===== config.mk =====
export PLATFORM = sky130hd
export DESIGN_NAME = mem_fill_arbiter
export DESIGN_NICKNAME = d
export VERILOG_FILES = /design/src/rtl/mem_fill_arbiter.sv
export SDC_FILE = /design/constraint.sdc
export NUM_CORES = 1
export LEC_CHECK = 0
export CORE_ASPECT_RATIO = 1.2
export CORE_MARGIN = 3
export CORE_UTILIZATION = 31
export CTS_CLUSTER_SIZE = 25
export DETAILED_ROUTE_END_ITERATION = 10
export PLACE_DENSITY = 0.81
export SETUP_SLACK_MARGIN = 0.1
export SYNTH_ARGS = -nofsm -noshare
export SYNTH_HDL_FRONTEND = slang
export SYNTH_SLANG_ARGS = --single-unit

===== constraint.sdc =====
create_clock -name clk -period 1.6 [get_ports clk]
set_clock_uncertainty 0.1 [all_clocks]
set_input_delay 0.32 -clock clk [delete_from_list [all_inputs] [get_ports clk]]
set_output_delay 0.32 -clock clk [all_outputs]
set_load 0.02 [all_outputs]

===== src/rtl/mem_fill_arbiter.sv =====
// Shares one pipelined main memory between I-cache fills, D-cache fills and
// D-cache write-through stores, and raises the pipeline stall while any of them is outstanding.
module mem_fill_arbiter #(
    parameter int ADDR_W        = 16,
    parameter int DATA_W        = 16,
    parameter int WORDS_PER_BLK = 8,
    parameter int CNT_W         = 3
) (
    input  logic              clk,
    input  logic              rst,
    input  logic              icache_miss,
    input  logic [ADDR_W-1:0] icache_addr,
    input  logic              dcache_miss,
    input  logic [ADDR_W-1:0] dcache_addr,
    input  logic              dcache_wr_req,
    input  logic [ADDR_W-1:0] dcache_wr_addr,
    input  logic [DATA_W-1:0] dcache_wr_data,
    input  logic              mem_data_valid,
    input  logic [DATA_W-1:0] mem_rdata,
    output logic              mem_en,
    output logic              mem_wr,
    output logic [ADDR_W-1:0] mem_addr,
    output logic [DATA_W-1:0] mem_wdata,
    output logic              fill_we,
    output logic              fill_sel,
    output logic [CNT_W-1:0]  fill_word,
    output logic [DATA_W-1:0] fill_data,
    output logic              fill_tag_we,
    output logic              icache_fill_done,
    output logic              dcache_fill_done,
    output logic              wr_ack,
    output logic              mem_stall
);

    typedef enum logic {IDLE = 1'b0, FILL = 1'b1} state_t;

    localparam logic [CNT_W:0]   WORDS     = (CNT_W+1)'(WORDS_PER_BLK);
    localparam logic [CNT_W-1:0] LAST_WORD = CNT_W'(WORDS_PER_BLK - 1);

    state_t            state_q, state_d;
    logic              fill_sel_q, fill_sel_d;
    logic [ADDR_W-1:0] base_q, base_d;
    logic [CNT_W:0]    issue_cnt_q, issue_cnt_d;
    logic [CNT_W-1:0]  recv_cnt_q, recv_cnt_d;

    logic issuing;
    logic last_recv;

    assign issuing   = (state_q == FILL) && (issue_cnt_q < WORDS);
    assign last_recv = (state_q == FILL) && mem_data_valid && (recv_cnt_q == LAST_WORD);

    function automatic logic [ADDR_W-1:0] blk_base(input logic [ADDR_W-1:0] a);
        return {a[ADDR_W-1:CNT_W+1], {(CNT_W+1){1'b0}}};
    endfunction

    always_ff @(posedge clk or negedge rst) begin
        if (!rst) begin
            state_q     <= IDLE;
            fill_sel_q  <= 1'b0;
            base_q      <= '0;
            issue_cnt_q <= '0;
            recv_cnt_q  <= '0;
        end else begin
            state_q     <= state_d;
            fill_sel_q  <= fill_sel_d;
            base_q      <= base_d;
            issue_cnt_q <= issue_cnt_d;
            recv_cnt_q  <= recv_cnt_d;
        end
    end

    // Returned words are counted rather than timed, so memory latency never appears here.
    always_comb begin
        state_d     = state_q;
        fill_sel_d  = fill_sel_q;
        base_d      = base_q;
        issue_cnt_d = issue_cnt_q;
        recv_cnt_d  = recv_cnt_q;
        case (state_q)
            IDLE: begin
                if (dcache_miss) begin
                    state_d    = FILL;
                    fill_sel_d = 1'b1;
                    base_d     = blk_base(dcache_addr);
                end else if (icache_miss && !dcache_wr_req) begin
                    state_d    = FILL;
                    fill_sel_d = 1'b0;
                    base_d     = blk_base(icache_addr);
                end
            end
            FILL: begin
                if (issuing) issue_cnt_d = issue_cnt_q + 1'b1;
                if (mem_data_valid) recv_cnt_d = recv_cnt_q + 1'b1;
                if (last_recv) begin
                    state_d     = IDLE;
                    issue_cnt_d = '0;
                    recv_cnt_d  = '0;
                end
            end
            default: state_d = IDLE;
        endcase
    end

    // Outputs are forced quiet while reset is held, including the store path that decodes raw inputs.
    always_comb begin
        mem_en           = 1'b0;
        mem_wr           = 1'b0;
        mem_addr         = '0;
        mem_wdata        = '0;
        fill_we          = 1'b0;
        fill_word        = '0;
        fill_data        = '0;
        fill_tag_we      = 1'b0;
        icache_fill_done = 1'b0;
        dcache_fill_done = 1'b0;
        wr_ack           = 1'b0;
        if (rst) begin
            case (state_q)
                IDLE: begin
                    if (!dcache_miss && dcache_wr_req) begin
                        mem_en    = 1'b1;
                        mem_wr    = 1'b1;
                        mem_addr  = dcache_wr_addr;
                        mem_wdata = dcache_wr_data;
                        wr_ack    = 1'b1;
                    end
                end
                FILL: begin
                    if (issuing) begin
                        mem_en   = 1'b1;
                        mem_addr = {base_q[ADDR_W-1:CNT_W+1], issue_cnt_q[CNT_W-1:0], 1'b0};
                    end
                    if (mem_data_valid) begin
                        fill_we   = 1'b1;
                        fill_word = recv_cnt_q;
                        fill_data = mem_rdata;
                    end
                    if (last_recv) begin
                        fill_tag_we      = 1'b1;
                        icache_fill_done = !fill_sel_q;
                        dcache_fill_done = fill_sel_q;
                    end
                end
                default: ;
            endcase
        end
    end

    assign fill_sel  = fill_sel_q;
    assign mem_stall = icache_miss | dcache_miss | (state_q == FILL) | (dcache_wr_req & ~wr_ack);

endmodule


==> results of run 1 <==
-- metal layers --
metal,vias up,share of wire,routed length [µm]
met5,-,0,0
met4,0,0.022,144
met3,11,0.097,622
met2,94,0.53,3400
met1,839,0.35,2250
li1,876,-,-
-- area by class of cell --
type | count | share of cell area
tap | 60 | 0.0201
clock buffer | 3 | 0.0111
timing repair buffer | 181 | 0.481
multi-input combinational | 114 | 0.342
inverter | 4 | 0.00402
clock inverter | 1 | 0.00134
sequential | 21 | 0.141
-- flip-flops by register name, summed over array words and instances (netlist names) --
signal / count
base_q: 12
fill_sel: 1
issue_cnt_q: 4
recv_cnt_q: 3
state_q: 1
-- stage by stage --
step | utilization | hold slack (ns) | instance area [µm²]
global placement | 0.677 | 0.420 | 3370
detailed placement | 0.677 | 0.424 | 3370
floorplan | - | -0.0756 | 1820
global route | 0.750 | 0.197 | 3730
finish | 0.750 | 0.171 | 3730
CTS | 0.726 | 0.179 | 3610
-- Yosys cell counts, drive strengths merged (2+ instances only) --
cell type  instances  area, µm²
o21ai              4       20.0
and2              38        238
a22o              16        140
a21oi              2       21.3
dfrtp             21        526
nand2              3       11.3
and3               4       25.0
nor3               3       26.3
buf               11       95.1
ha                 3       37.5
mux2              26        360
nand2b             4       32.5
inv                4       15.0
-- layout by cell type (no fill, tap or decap), types with 2 or more instances in the layout --
cell / synthesis / routed
clkbuf_8: 0 / 3
dlygate4sd2_1: 0 / 5
and3_1: 4 / 2
buf_12: 1 / 3
nand2b_1: 3 / 3
buf_6: 2 / 46
buf_4: 5 / 29
clkdlybuf4s50_1: 0 / 72
and2_4: 0 / 18
nand2_1: 3 / 2
buf_2: 3 / 20
mux2_2: 8 / 7
and3_4: 0 / 5
a22o_4: 0 / 12
inv_1: 3 / 3
ha_4: 0 / 2
mux2_4: 18 / 19
nor3_4: 1 / 2
o21ai_1: 0 / 2
buf_16: 0 / 2
dfrtp_1: 21 / 20
and2_2: 0 / 19
o21ai_4: 0 / 2
a22o_1: 16 / 4
-- critical path, stage by stage, from the launching register on --
cell,delay (ns)
dfrtp_2,0.47
nor3_4,0.19
buf_6,0.18
buf_16,0.13
a22o_1,0.14
buf_6,0.12
-- what timing repair did --
action / CTS / global route
endpoints found under the setup margin: 77 / 75
hold buffers: 1 / 0
buffers inserted: 5 / 5
pin swaps: 23 / 16
gates cloned: 6 / 1
hold endpoints to repair: 2 / 0
resized for setup: 352 / 14
-- final timing paths --
path	from	to	slack [ns]	cells after the start
worst max register to register	state_q	base_q[15]	-0.09	5
worst min-delay path	rst	base_q[6]	0.17	3
min in group clk	base_q[10]	base_q[10]	0.44	1
worst min register to register	base_q[10]	base_q[10]	0.44	1
max in group asynchronous	rst	state_q	0.70	3
worst max-delay path	state_q	mem_addr[2]	-0.33	5
-- cells by family after synthesis --
kind of cell,after synthesis,share of synthesized area
DFF,21,0.326
adders and majority gates,3,0.0233
buffers and inverters,16,0.0715
AOI/OAI and AO/OA,27,0.138
and+or+nand+nor,55,0.217
muxes,26,0.224
-- where the power goes --
part	internal, mW	switching (mW)	leakage, nW
combinational	1.47	0.917	1.53
sequential	0.799	0.220	0.247
clock	0.174	0.193	0.0255
total	2.44	1.33	1.81
==> results.ini, run 1 <==
[finish]
regArea_um2=527
areaGrowthSynthToFinish_pct=132
finalNetCount=414
drive_gt1_frac=0.620
diodes=0
fin_cells=384
fillers=346
multi_input_area_mm2=0.00127

[timing]
min_period_ns=1.93
hold_violations=0
rsz0062_at_grt=yes
relSlewSlack=0.788
fin_crit_sh=1.21
tightest_slew_ns=0.317
worst_slack_ns=-0.328
finalSetupViolCount=71
fmax_ghz=0.519
drv_slew=0
setup-tns-final_ns=-17.16

[floorplan]
chipHeight_um=85.0
dieArea_mm2=0.00610
die_w_um=71.8
num_rows=28
core_area_mm2=0.00497
ioPinCount=146
start_util=0.324

[drt]
num_vias=1820
drc=0
dr.pass1.iters=4
viasPerCell=4.74
wl_per_cell_um=16.7
drtAntennaViolNets=0
drt_iter0_drc=37
drt_wl_total_mm=6.42

[placement]
gp_congestion=0.743
dpl.hpwl_mm=4.21
portBuffers=137
numPlacedInstances=362
dp_slack_ns=-0.991

[global_routing]
use_met1=0.219
grt_max_degree=21
met2_usage=0.362
grt_antenna_before_repair=0
top_usage_layer=met2
grt_pass1_wl_mm=9.67
gr-total-overflow=0
track_usage=0.201
grt.met3_usage=0.0616
grt_pass1_vias=1905

[clock_tree]
clk_latency_ns=0.27
cts-root-buf=clkbuf_8
cts_tree=built
cts_max_level=1
clkTransAtPathRegs_ns=0.09
cts_max_path_buffers=2
clock-sinks=21
cts-buffers-inserted=3

[critical_path]
cp-start-kind=register
endpoint_kind=output pin
required_ns=1.18
worstPathArrival_ns=1.51
crit_fanout=8
critPathKind=reg2out

[logic_synthesis]
synth_nets=237
synth-edff-count=0
ys_types=30
ys_seq_elements=21
async_flop_share=1.00
ys_seq_area_frac=0.326
yosys_warnings=0
ys.flop_type=dfrtp_1
synth_area_mm2=0.00161
synth_cells=148
synth_area_per_cell_um2=10.9

[min_path]
min_path_type=in2async

[power_and_ir_drop]
p_leak_nw=1.81
pwr_density_cell_mw_per_mm2=1010
power.total_mw=3.77
ir_drop_mv=0.734

[flow_run]
cap_violations=0

[run_status]
status=finished, violations left
failed_checks=negative setup slack

Note: power is estimated with default switching activity, not from simulation.
==> run 2, diff against run 1 <==
--- a/config.mk
+++ b/config.mk
@@ -7,11 +7,13 @@
 export LEC_CHECK = 0
 export CORE_ASPECT_RATIO = 1.2
 export CORE_MARGIN = 3
-export CORE_UTILIZATION = 31
+export CORE_UTILIZATION = 32
+export CTS_BUF_LIST = sky130_fd_sc_hd__clkbuf_8
 export CTS_CLUSTER_SIZE = 25
 export DETAILED_ROUTE_END_ITERATION = 10
-export PLACE_DENSITY = 0.81
-export SETUP_SLACK_MARGIN = 0.1
+export PLACE_DENSITY = 0.83
+export SETUP_SLACK_MARGIN = 0.15
+export SLEW_MARGIN = 10
 export SYNTH_ARGS = -nofsm -noshare
 export SYNTH_HDL_FRONTEND = slang
 export SYNTH_SLANG_ARGS = --single-unit
==> results.ini, run 2 (synthesis results as in run 1) <==
[floorplan]
dieArea_mm2=0.00592
die_w_um=70.8
start_util=0.340
chipHeight_um=83.7
ioPinCount=146
core_area_mm2=0.00473
num_rows=27

[run_status]
failed_checks=negative setup slack
status=finished, violations left

[flow_run]
cap_violations=0

[finish]
fin_util=0.803
final_cell_mix=clkdlybuf4s50_1, buf_6, and2_4
largest_reg_flops=12
regArea_um2=527
areaGrowthSynthToFinish_pct=136
top_register=base_q
multi_input_area_mm2=0.00130
final_common_cell=clkdlybuf4s50_1
top_regs=base_q x12, issue_cnt_q x4, recv_cnt_q x3
finalNetCount=412
diodes=0
drive_gt1_frac=0.630
fillers=285

[critical_path]
critPathKind=reg2out
endpoint_kind=output pin
cp-start-kind=register
worstPathArrival_ns=1.52
r2r_slack_ns=-0.01
required_ns=1.18
crit_fanout=3

[clock_tree]
cts_max_level=1
clock-sinks=21
cts-buffers-inserted=3
cts_max_path_buffers=2
cts-root-buf=clkbuf_8
clkTransAtPathRegs_ns=0.08
clk_latency_ns=0.25
cts_tree=built

[global_routing]
grt_antenna_before_repair=0
track_usage=0.200
gr-total-overflow=0
grt_pass1_wl_mm=9.82
grt_pass1_vias=1922
grt_max_degree=18

[power_and_ir_drop]
ir_drop_mv=0.737
pwr_density_cell_mw_per_mm2=1000
p_leak_nw=1.80
power.total_mw=3.81

[timing]
finalSetupViolCount=71
rsz0062_at_grt=yes
fin_crit_sh=1.21
relSlewSlack=0.758
min_period_ns=1.94
hold_violations=0
fmax_ghz=0.516
tightest_slew_ns=0.363
worst_slack_ns=-0.339
drv_slew=0

[drt]
num_vias=1810
drtAntennaViolNets=0
drt_wl_total_mm=6.13
drt_iter0_drc=22
dr.pass1.iters=4
wl_per_cell_um=16.1
viasPerCell=4.76
drc=0

[placement]
dp_slack_ns=-1.03
gp_congestion=0.739
dpl.hpwl_mm=4.37
portBuffers=137

[min_path]
min_path_type=in2async

==> run 2: worst paths after layout <==
path,from,endpoint,cells after the start
max,state_q,mem_addr[6],7
max reg2reg,state_q,base_q[5],5
max in group asynchronous,rst,state_q,3
min,rst,base_q[7],3
min reg2reg,base_q[15],base_q[15],1
min in group clk,base_q[15],base_q[15],1
==> run 2: power breakdown <==
| part | switching, mW | leakage [nW] | total (mW) | internal, mW |
|---|---|---|---|---|
| Sequential | 0.213 | 0.247 | 1.01 | 0.799 |
| Clock | 0.169 | 0.0269 | 0.339 | 0.171 |
| Combinational | 0.926 | 1.53 | 2.46 | 1.53 |
| Total | 1.31 | 1.80 | 3.81 | 2.50 |
==> run 2: critical path, stage by stage (launching register included) <==
cell	delay, ns
dfrtp_2	0.41
nor3_4	0.05
buf_6	0.13
buf_6	0.10
buf_6	0.10
buf_6	0.11
a22o_4	0.23
buf_6	0.13
==> run 2: metal layers <==
metal  vias to the layer above  track usage  wire, µm
met1                       852        0.246      2280
met5                         -            0         0
met4                         0       0.0205        47
met2                        81        0.370      3340
li1                        873            -         -
met3                         4       0.0361       463
==> run 2: area by class of cell <==
cell class	count	share of cell area
Timing Repair Buffer	179	0.483
Multi-Input combinational cell	114	0.343
Sequential cell	21	0.139
Tap cell	58	0.0191
Clock buffer	3	0.0109
Inverter	4	0.00396
Clock inverter	1	0.000989
==> run 2: through the flow <==
step           hold WS [ns]  TNS (ns)  std cells  area (µm²)
2_1_floorplan       -0.0756         0        148        1870
3_3_place_gp          0.417    -62.78        360        3410
3_5_place_dp          0.421    -64.46        360        3410
4_1_cts              0.0346    -13.76        376        3610
5_1_grt              0.0799    -17.66        380        3800
6_report             0.0593    -15.30        380        3800
==> run 2: what timing repair did <==
action                     CTS  global route
cloned                       5             0
pin swaps                   11             4
resized for setup          347            47
buffers inserted             7             2
hold buffers                 0             2
setup endpoints to repair   78            76
hold endpoints to repair     0            12
